<file path="config.mk">
export PLATFORM = sky130hd
export DESIGN_NAME = ripple_8
export DESIGN_NICKNAME = d
export VERILOG_FILES = /design/src/rtl/ripple_8.sv
export SDC_FILE = /design/constraint.sdc
export NUM_CORES = 1
export LEC_CHECK = 0
export CORE_MARGIN = 4
export CORE_UTILIZATION = 35
export DETAILED_ROUTE_END_ITERATION = 7
export PLACE_DENSITY = 0.74
export SETUP_SLACK_MARGIN = 0.1
export SLEW_MARGIN = 20
export SYNTH_ARGS = -nofsm -noshare
export SYNTH_HDL_FRONTEND = slang
export SYNTH_SLANG_ARGS = --single-unit
</file>
<file path="constraint.sdc">
create_clock -name clk -period 0.8 [get_ports clk]
set_clock_uncertainty 0.05 [all_clocks]
set_input_delay 0.12 -clock clk [delete_from_list [all_inputs] [get_ports clk]]
set_output_delay 0.12 -clock clk [all_outputs]
set_load 0.01 [all_outputs]
</file>
<file path="src/rtl/ripple_8.sv">
// ripple_8: 8-bit ripple-carry adder with registered sum, carry-out and
//   signed-overflow flag, qualified by out_valid.
// Latency: 1 cycle by default; 2 cycles when RIPPLE_8_INREG_EN is defined
//   (adds an input register stage in front of the ripple chain).
// Backpressure: none; every in_valid cycle is accepted, one result per cycle.
//
// Ports:
//   clk        rising-edge clock
//   rst        asynchronous active-high reset
//   in_valid   operands and cin valid this cycle
//   in1, in2   8-bit operands (unsigned or two's complement)
//   cin        carry-in to bit 0
//   sum        registered (in1 + in2 + cin) mod 256
//   cout       registered carry out of bit 7
//   ovf        registered signed overflow (carry into bit 7 ^ carry out)
//   out_valid  sum/cout/ovf carry a new result this cycle
module ripple_8 (
  input  logic       clk,
  input  logic       rst,
  input  logic       in_valid,
  input  logic [7:0] in1,
  input  logic [7:0] in2,
  input  logic       cin,
  output logic [7:0] sum,
  output logic       cout,
  output logic       ovf,
  output logic       out_valid
);

  // Operands as seen by the ripple chain.
  logic [7:0] stg_a;
  logic [7:0] stg_b;
  logic       stg_c;
  logic       stg_vld;

`ifdef RIPPLE_8_INREG_EN
  logic [7:0] a_q;
  logic [7:0] b_q;
  logic       c_q;
  logic       vld_q;

  // Operand registers load every cycle; vld_q marks whether the captured
  // operands are meaningful, so no enable is needed on the data path.
  always_ff @(posedge clk or posedge rst) begin
    if (rst) begin
      a_q   <= 8'h00;
      b_q   <= 8'h00;
      c_q   <= 1'b0;
      vld_q <= 1'b0;
    end else begin
      a_q   <= in1;
      b_q   <= in2;
      c_q   <= cin;
      vld_q <= in_valid;
    end
  end

  assign stg_a   = a_q;
  assign stg_b   = b_q;
  assign stg_c   = c_q;
  assign stg_vld = vld_q;
`else
  assign stg_a   = in1;
  assign stg_b   = in2;
  assign stg_c   = cin;
  assign stg_vld = in_valid;
`endif

  // Explicit chain of eight full-adder cells; carry[i] is the carry into bit i.
  logic [8:0] carry;
  logic [7:0] sum_d;

  assign carry[0] = stg_c;

  for (genvar i = 0; i < 8; i++) begin : g_fa
    logic p;
    assign p          = stg_a[i] ^ stg_b[i];
    assign sum_d[i]   = p ^ carry[i];
    assign carry[i+1] = (stg_a[i] & stg_b[i]) | (carry[i] & p);
  end

  logic       cout_d;
  logic       ovf_d;
  assign cout_d = carry[8];
  assign ovf_d  = carry[7] ^ carry[8];

  logic [7:0] sum_q;
  logic       cout_q;
  logic       ovf_q;
  logic       out_valid_q;

  // Result registers hold their last value on idle cycles so downstream logic
  // may sample them at any time after a pulse.
  always_ff @(posedge clk or posedge rst) begin
    if (rst) begin
      sum_q       <= 8'h00;
      cout_q      <= 1'b0;
      ovf_q       <= 1'b0;
      out_valid_q <= 1'b0;
    end else begin
      out_valid_q <= stg_vld;
      if (stg_vld) begin
        sum_q  <= sum_d;
        cout_q <= cout_d;
        ovf_q  <= ovf_d;
      end
    end
  end

  assign sum       = sum_q;
  assign cout      = cout_q;
  assign ovf       = ovf_q;
  assign out_valid = out_valid_q;

endmodule

</file>
==> results.py, run 1 <==
metrics = {
    "timing": {
        "min_period_ps": 3070,
        "drv_slew": 0,
        "worstMarginPinSlew_ps": 121,
        "setup_viol": 21,
        "final-hold-violation-count": 0,
        "max_freq_mhz": 326,
        "whs_ps": 110,
        "setup_ws_ps": -2270,
        "relSlewSlack_pct": 91.7,
        "post-route-period-util_pct": 384,
        "rsz0062_at_grt": "yes",
    },
    "logic_synthesis": {
        "synth.area.top_cells": "dfrtp_1 (44%), fa_1 (25%), mux2_4 (17%), inv_1 (6.5%), mux2i_1 (4.8%)",
        "synth_edf_count": 0,
        "synth.ff_latch_count": 11,
        "synth.top_cell.area_share_pct": 43.6,
        "syn_avg_cell_area_um2": 15.0,
        "async_reset_ff_share_pct": 100,
        "yosys_most_used_dff": "dfrtp_1",
        "ys_types": 7,
        "syn-num-nets": 70,
        "syn_area_um2": 632,
        "netlist_instances": 42,
        "yosysWarnings": 0,
        "synth_common_cells": "dfrtp_1 (11), inv_1 (11), fa_1 (8)",
        "yosysSeqAreaShare_pct": 43.6,
        "yosys.area.top_type": "dfrtp_1",
    },
    "floorplanning": {
        "coreArea_um2": 1730,
        "die_h_um": 50.5,
        "num_rows": 15,
        "die_w_um": 50.5,
        "die-area_um2": 2550,
        "start_util_pct": 36.6,
        "io_pins": 31,
    },
    "clock_tree": {
        "clkTransAtPathRegs_ps": 70,
        "clockBufferDepth": 2,
        "cts_sinks": 11,
        "insertion_delay_ps": 250,
        "htree_levels": 1,
        "cts_root_buf": "clkbuf_4",
        "numCtsBuffers": 3,
        "cts_tree": "done",
    },
    "critical_path": {
        "path_max_fanout": 2,
        "r2r_slack_ps": -140,
        "crit_path_end_kind": "register",
        "reg2reg_to": "sum[4]",
        "startpoint_type": "input pin",
        "worst_r2r_startpoint": "sum[4]",
        "r2r_cells": 2,
        "crit_arrival_ps": 3160,
        "required_ps": 890,
        "setup.worst_path.class": "input pin to register",
    },
    "placed_design": {
        "dpl.hpwl_um": 1100,
        "numPortBuffers": 30,
        "place.gp.congestion": 0.637,
        "dp_slack_ps": -2930,
    },
    "global_routing": {
        "grt_pass1_wl_um": 2060,
        "grt_use_total_pct": 10.9,
        "grt_overflow": 0,
        "grt_pass1_vias": 432,
        "antenna_found_initial": 0,
        "grt_max_degree": 12,
    },
    "pwr": {
        "switching_share_pct": 27.2,
        "power_density_nw_per_um2": 1770,
        "clkPwrFrac_pct": 18.8,
        "p_int_mw": 1.41,
        "switchingPower_uw": 526,
        "peakVddDrop_mv": 0.936,
        "pwr-share-comb_pct": 42.9,
        "pwr-share-seq_pct": 38.3,
        "totalPowerFinal_mw": 1.94,
        "power.leakage_nw": 0.539,
    },
    "layout": {
        "syn_to_final_growth_pct": 72.7,
        "utilization_pct": 63.2,
        "drive_above_1_share_pct": 56.7,
        "nNetsFinal": 119,
        "diodes": 0,
    },
    "route": {
        "ant_nets": 0,
        "wl_per_cell_um": 11.2,
        "drc_errors": 0,
        "dr.pass1.iters": 3,
        "dr.first_iter.drc_count": 2,
        "vias": 448,
        "viasPerCell": 3.90,
        "wl_um": 1290,
    },
    "outcome": {
        "violations": "setup timing",
        "status": "finished with violations",
    },
    "flow_run": {
        "max_cap_viol_count": 0,
    },
    "worst_hold_path": {
        "worst_hold_path_type": "input pin to asynchronous set/reset pin",
    },
}
## state kept, by name, indices dropped and copies added (netlist names)
signal / flops
out_valid: 1
ovf: 1
sum: 8
cout: 1
## how the worst max path moves through the flow
stage	from	end	slack [ps]	cells past startpoint
global placement	in1[0]	ovf	-2890	14
floorplan	in1[0]	ovf	-2380	13
detailed placement	in1[0]	ovf	-2930	14
global route	in2[0]	sum[7]	-2370	13
finish	in2[0]	ovf	-2270	14
CTS	in1[0]	sum[7]	-2450	13
## cell usage in the layout (no fill, tap or decap)
cell type | netlist | final
buf_4 | 0 | 13
clkdlybuf4s50_1 | 0 | 13
dlygate4sd2_1 | 0 | 3
dfrtp_1 | 11 | 11
clkbuf_1 | 0 | 1
xnor2_1 | 1 | 1
buf_2 | 0 | 8
inv_1 | 11 | 7
mux2i_1 | 3 | 3
fa_2 | 0 | 8
clkbuf_4 | 0 | 3
mux2_4 | 7 | 7
buf_6 | 1 | 7
inv_2 | 0 | 4
buf_12 | 0 | 1
## power by group through the flow
stage	logic, mW	registers (mW)	clock network, mW
4_1_cts	0.769	0.732	0.387
2_1_floorplan	0.282	0.803	0
6_report	0.831	0.741	0.363
3_3_place_gp	0.795	0.744	0
3_5_place_dp	0.814	0.748	0
5_1_grt	0.905	0.756	0.416
## logic make-up after synthesis
kind of cell / after synthesis / synth area share (%)
adders and majority gates: 8 / 25.3
DFF: 11 / 43.6
buffers and inverters: 12 / 8.32
xor gates and xnor gates: 1 / 1.39
muxes: 10 / 21.4
## what timing repair did
action,CTS,global route
pin swaps,8,8
gates resized for setup,62,5
hold buffers,0,0
buffers inserted,4,3
setup endpoints to repair,22,21
hold endpoints to repair,0,0
## critical path, stage by stage
cell and delay, ps:
buf_6 90, fa_2 370, inv_2 60, fa_2 180
inv_2 40, fa_2 330, fa_2 340, fa_2 350
fa_2 350, fa_2 360, inv_2 60, fa_2 200
xnor2_1 60, mux2_4 250
## per-layer routing
layer	routed length [um]	track usage, %	up-vias
met5	0	0	-
met1	494	13.4	209
met4	0	1.35	0
met3	122	4.45	0
li1	-	-	219
met2	672	18.3	20
## through the flow
step                      cell area [um^2]  TNS (ps)  instances
after floorplan                        652    -14650         42
after global placement                1040    -22540        104
after detailed placement              1040    -22890        104
after CTS                             1040    -16410        112
after global routing                  1090    -16180        115
final                                 1090    -15250        115
## layout make-up
type                       count  area, um^2
inverter                      11        41.3
timing repair buffer          45         393
multi-input combinational     19         324
sequential                    11         275
tap                           25        31.3
clock buffer                   4        26.3
fill                         149         636
No activity file was read; power rests on OpenSTA's default activity.
==> inputs of run 2 (changes only) <==
--- a/config.mk
+++ b/config.mk
@@ -10,6 +10,7 @@
 export DETAILED_ROUTE_END_ITERATION = 7
 export PLACE_DENSITY = 0.74
 export SETUP_SLACK_MARGIN = 0.1
+export SKIP_CTS_REPAIR_TIMING = 1
 export SLEW_MARGIN = 20
 export SYNTH_ARGS = -nofsm -noshare
 export SYNTH_HDL_FRONTEND = slang
==> run 2 against run 1 <==
The run still ends with setup timing left; flip-flop and latch count unchanged; non-clock buffer count decreased by 2; critical endpoint unchanged; clock-buffer cell count unchanged; global-route usage decreased by 0.39 points; sequential power about the same; critical path depth unchanged; via count increased by 0.22%; cell count decreased by 1.7%; wire length decreased by 0.85%.
==> results.py, run 2 (synthesis results as in run 1) <==
metrics = {
    "outcome": {
        "status": "finished with violations",
        "violations": "setup timing",
    },
    "floorplanning": {
        "die-area_um2": 2550,
        "die_h_um": 50.5,
        "start_util_pct": 36.6,
        "num_rows": 15,
        "die_w_um": 50.5,
        "io_pins": 31,
        "coreArea_um2": 1730,
    },
    "critical_path": {
        "setup.worst_path.class": "input pin to register",
        "r2r_cells": 2,
        "crit_chain": "buf_6 > fa_2 > inv_2 > fa_2 > inv_2 > fa_2 > fa_2 > fa_2 > fa_2 > fa_2 > inv_2 > fa_2 > xnor2_1 > mux2_4",
        "required_ps": 890,
        "crit_arrival_ps": 3350,
        "reg2reg_to": "sum[6]",
        "crit_path_end_kind": "register",
        "worst_r2r_startpoint": "sum[6]",
        "max_stage_delay_ps": 400,
        "critPathTopFamily": "adder cells",
        "critical_path_buf_inv_count": 4,
        "r2r_slack_ps": -140,
        "crit_slowest_cell": "fa_2",
        "path_common_cell": "fa_2",
        "path_max_fanout": 2,
        "startpoint_type": "input pin",
    },
    "route": {
        "dr.pass1.iters": 4,
        "wl_per_cell_um": 11.3,
        "viasPerCell": 3.97,
        "wl_um": 1280,
        "drc_errors": 0,
        "vias": 449,
        "dr.first_iter.drc_count": 4,
        "ant_nets": 0,
    },
    "layout": {
        "drive_above_1_share_pct": 54.5,
        "layout_commonest_cell": "clkdlybuf4s50_1",
        "syn_to_final_growth_pct": 69.3,
        "diodes": 0,
        "nNetsFinal": 117,
        "fillers": 152,
        "final_cell_mix": "clkdlybuf4s50_1 (13), dfrtp_1 (11), clkbuf_2 (11), buf_4 (11), fa_2 (8)",
        "utilization_pct": 62.0,
        "fin_area_um2": 1070,
        "largest_reg_flops": 8,
    },
    "placed_design": {
        "numPortBuffers": 30,
        "place.gp.congestion": 0.637,
        "placed_cell_area_um2": 1040,
        "dpl.hpwl_um": 1100,
    },
    "clock_tree": {
        "clockBufferDepth": 2,
        "clkTransAtPathRegs_ps": 70,
        "numCtsBuffers": 3,
        "insertion_delay_ps": 250,
        "cts_sinks": 11,
        "cts_tree": "done",
        "cts_root_buf": "clkbuf_4",
        "htree_levels": 1,
    },
    "flow_run": {
        "max_cap_viol_count": 0,
    },
    "timing": {
        "max_freq_mhz": 307,
        "post-route-period-util_pct": 408,
        "rsz0062_at_grt": "yes",
        "worstMarginPinSlew_ps": 122,
        "relSlewSlack_pct": 91.6,
        "final-hold-violation-count": 0,
        "setup_ws_ps": -2460,
        "drv_slew": 0,
        "setup_viol": 21,
        "min_period_ps": 3260,
    },
    "pwr": {
        "peakVddDrop_mv": 1.01,
        "switching_share_pct": 27.8,
        "pwr-share-comb_pct": 40.8,
        "switchingPower_uw": 518,
        "power.leakage_nw": 0.556,
        "pwr-share-seq_pct": 39.7,
        "p_int_mw": 1.34,
        "power_density_nw_per_um2": 1740,
        "totalPowerFinal_mw": 1.86,
        "clkPwrFrac_pct": 19.5,
    },
    "global_routing": {
        "grt_pass1_wl_um": 1970,
        "grt_max_degree": 12,
        "grt_pass1_vias": 436,
        "antenna_found_initial": 0,
        "grt_use_total_pct": 10.5,
        "grt_overflow": 0,
    },
    "worst_hold_path": {
        "worst_hold_path_type": "input pin to asynchronous set/reset pin",
    },
}
[run 2: per-stage QoR]
step / std cells / worst slack (ps) / setup TNS, ps / hold slack, ps
after floorplan: 42 / -2380 / -14650 / -77.6
after global placement: 104 / -2890 / -22540 / 375
after detailed placement: 104 / -2930 / -22890 / 385
after CTS: 108 / -2650 / -23090 / 103
after global routing: 113 / -2580 / -17330 / 91.2
final: 113 / -2460 / -16230 / 109
[run 2: tightest hold or removal path, stage by stage]
cell	delay (ps)
clkdlybuf4s50_1	400
inv_1	90
buf_12	140
[run 2: cell type report]
cell class / instances / area, um^2 / share of cell area [%]
sequential: 11 / 275 / 25.7
timing repair buffer: 43 / 372 / 34.7
inverter: 11 / 41.3 / 3.86
tap: 25 / 31.3 / 2.92
clock buffer: 4 / 26.3 / 2.46
multi-input combinational: 19 / 324 / 30.3
[run 2: how the worst max path moves through the flow]
stage	slack [ps]	depth (start not counted)	startpoint	end
2_1_floorplan	-2380	13	in1[0]	ovf
3_3_place_gp	-2890	14	in1[0]	ovf
3_5_place_dp	-2930	14	in1[0]	ovf
4_1_cts	-2650	13	in1[0]	sum[7]
5_1_grt	-2580	13	in1[0]	sum[7]
6_report	-2460	14	in1[0]	ovf
[run 2: metal layers]
layer	vias up	GRT usage [%]	part of all wire [%]
li1	216	-	-
met1	213	11.9	37
met2	20	18.3	53
met3	0	5.04	10
met4	0	1.35	0
met5	-	0	0
[run 2: power groups by stage]
stage / Sequential (mW) / Clock [mW] / Combinational [mW]
floorplan: 0.803 / 0 / 0.282
global placement: 0.744 / 0 / 0.795
detailed placement: 0.748 / 0 / 0.814
CTS: 0.740 / 0.387 / 0.818
global route: 0.753 / 0.416 / 0.838
finish: 0.739 / 0.363 / 0.760
==> inputs of run 3 (changes only) <==
--- a/config.mk
+++ b/config.mk
@@ -5,7 +5,7 @@
 export SDC_FILE = /design/constraint.sdc
 export NUM_CORES = 1
 export LEC_CHECK = 0
-export CORE_MARGIN = 4
+export CORE_MARGIN = 2
 export CORE_UTILIZATION = 35
 export DETAILED_ROUTE_END_ITERATION = 7
 export PLACE_DENSITY = 0.74
==> run 3 against run 2 <==
The run still ends with setup timing left; utilization is 1.7 points higher; worst setup slack improved by 52 ps; power up 1.8%; register-to-register slack hardly changed; cell area is 1.6% higher; sequential power barely moved; fmax up 1.6%; non-clock buffer count unchanged; global-route usage rose by 3.8 points; critical path type unchanged; cell count unchanged.
==> results.py, run 3 (synthesis results as in run 1) <==
metrics = {
    "critical_path": {
        "worst_r2r_startpoint": "sum[4]",
        "startpoint_type": "input pin",
        "crit_arrival_ps": 3370,
        "reg2reg_to": "sum[4]",
        "required_ps": 960,
        "path_max_fanout": 2,
        "max_stage_delay_ps": 420,
        "cp-startpoint": "in1[0]",
        "r2r_slack_ps": -140,
        "critical_path_buf_inv_count": 4,
        "critPathTopFamily": "adder cells",
        "r2r_cells": 2,
        "setup.worst_path.class": "input pin to register",
        "crit_slowest_cell": "fa_2",
        "crit_cells": 13,
        "crit_end": "sum[7]",
        "crit_path_end_kind": "register",
        "crit_chain": "buf_6 > fa_2 > inv_2 > fa_2 > inv_2 > fa_2 > fa_2 > fa_2 > fa_2 > fa_2 > inv_2 > fa_2 > mux2i_1",
        "path_common_cell": "fa_2",
    },
    "clock_tree": {
        "clkTransAtPathRegs_ps": 80,
        "htree_levels": 1,
        "cts_tree": "done",
        "insertion_delay_ps": 280,
        "numCtsBuffers": 3,
        "clockBufferDepth": 2,
        "cts_sinks": 11,
        "cts_root_buf": "clkbuf_4",
    },
    "timing": {
        "whs_ps": 81.5,
        "setup_viol": 21,
        "max_freq_mhz": 312,
        "drv_slew": 0,
        "rsz0062_at_grt": "yes",
        "post-route-period-util_pct": 401,
        "worstMarginPinSlew_ps": 210,
        "relSlewSlack_pct": 85.9,
        "min_period_ps": 3210,
        "setup_ws_ps": -2410,
        "finalSetupTns_ps": -16170,
        "final-hold-violation-count": 0,
    },
    "outcome": {
        "status": "finished with violations",
        "violations": "setup timing",
    },
    "floorplanning": {
        "die-area_um2": 2160,
        "die_w_um": 46.5,
        "start_util_pct": 37.0,
        "num_rows": 15,
        "coreArea_um2": 1710,
        "die_h_um": 46.5,
        "io_pins": 31,
    },
    "global_routing": {
        "grt_use_total_pct": 14.2,
        "grt_pass1_wl_um": 2010,
        "grt_overflow": 0,
        "grt_max_degree": 12,
        "antenna_found_initial": 0,
        "grt_pass1_vias": 483,
    },
    "layout": {
        "utilization_pct": 63.7,
        "nNetsFinal": 117,
        "final_cell_mix": "clkbuf_2 (13), clkdlybuf4s50_1 (13), dfrtp_1 (11)",
        "drive_above_1_share_pct": 56.8,
        "diodes": 0,
        "finalNonFillerCells": 113,
        "largest_reg_flops": 8,
        "fin_area_um2": 1090,
        "syn_to_final_growth_pct": 72.1,
    },
    "placed_design": {
        "place.gp.congestion": 0.580,
        "dp_slack_ps": -2950,
        "numPortBuffers": 30,
        "placed_cell_area_um2": 1040,
        "dpl.hpwl_um": 973,
        "dp_cells": 102,
    },
    "pwr": {
        "peakVddDrop_mv": 0.889,
        "pwr-share-comb_pct": 39.9,
        "switching_share_pct": 29.5,
        "power.leakage_nw": 0.560,
        "totalPowerFinal_mw": 1.90,
        "pwr-share-seq_pct": 39.1,
        "clkPwrFrac_pct": 21.0,
        "power_density_nw_per_um2": 1740,
        "switchingPower_uw": 560,
        "p_int_mw": 1.34,
    },
    "route": {
        "wl_um": 1350,
        "dr.pass1.iters": 1,
        "drc_errors": 0,
        "wl_per_cell_um": 11.9,
        "ant_nets": 0,
        "dr.first_iter.drc_count": 0,
        "vias": 467,
        "viasPerCell": 4.13,
    },
    "worst_hold_path": {
        "worst_hold_path_type": "input pin to asynchronous set/reset pin",
    },
    "flow_run": {
        "max_cap_viol_count": 0,
    },
}
-- run 3: power by group through the flow --
stage / sequential, mW / clock (mW) / combinational [mW]
3_3_place_gp: 0.747 / 0 / 0.804
4_1_cts: 0.741 / 0.410 / 0.831
3_5_place_dp: 0.747 / 0 / 0.829
2_1_floorplan: 0.803 / 0 / 0.282
5_1_grt: 0.759 / 0.438 / 0.834
6_report: 0.741 / 0.399 / 0.756
-- run 3: cell type report --
type                       count  area [um^2]
fill                         131          621
clock inverter                 1         5.00
tap                           25         31.3
timing repair buffer          43          388
sequential                    11          275
clock buffer                   3         22.5
multi-input combinational     19          324
inverter                      11         41.3
-- run 3: worst min-delay path by stage --
stage               from     end  slack (ps)  cells after the start
finish               rst  sum[7]          80                      3
CTS                  rst  sum[7]          90                      3
floorplan            rst    cout         -80                      1
global placement     rst  sum[6]         390                      3
detailed placement   rst  sum[7]         390                      3
global route         rst  sum[7]         100                      3
-- run 3: worst reg2reg max path, stage by stage (launching register included) --
cell and delay, ps:
dfrtp_1 380, buf_4 130, mux2_4 270
-- run 3: routing by layer --
layer	track usage, %	up-vias	part of all wire (%)
met2	23.6	18	56
met3	3.53	4	5.6
met1	15.6	228	36
met4	10.3	0	2.4
met5	0	-	0
li1	-	217	-
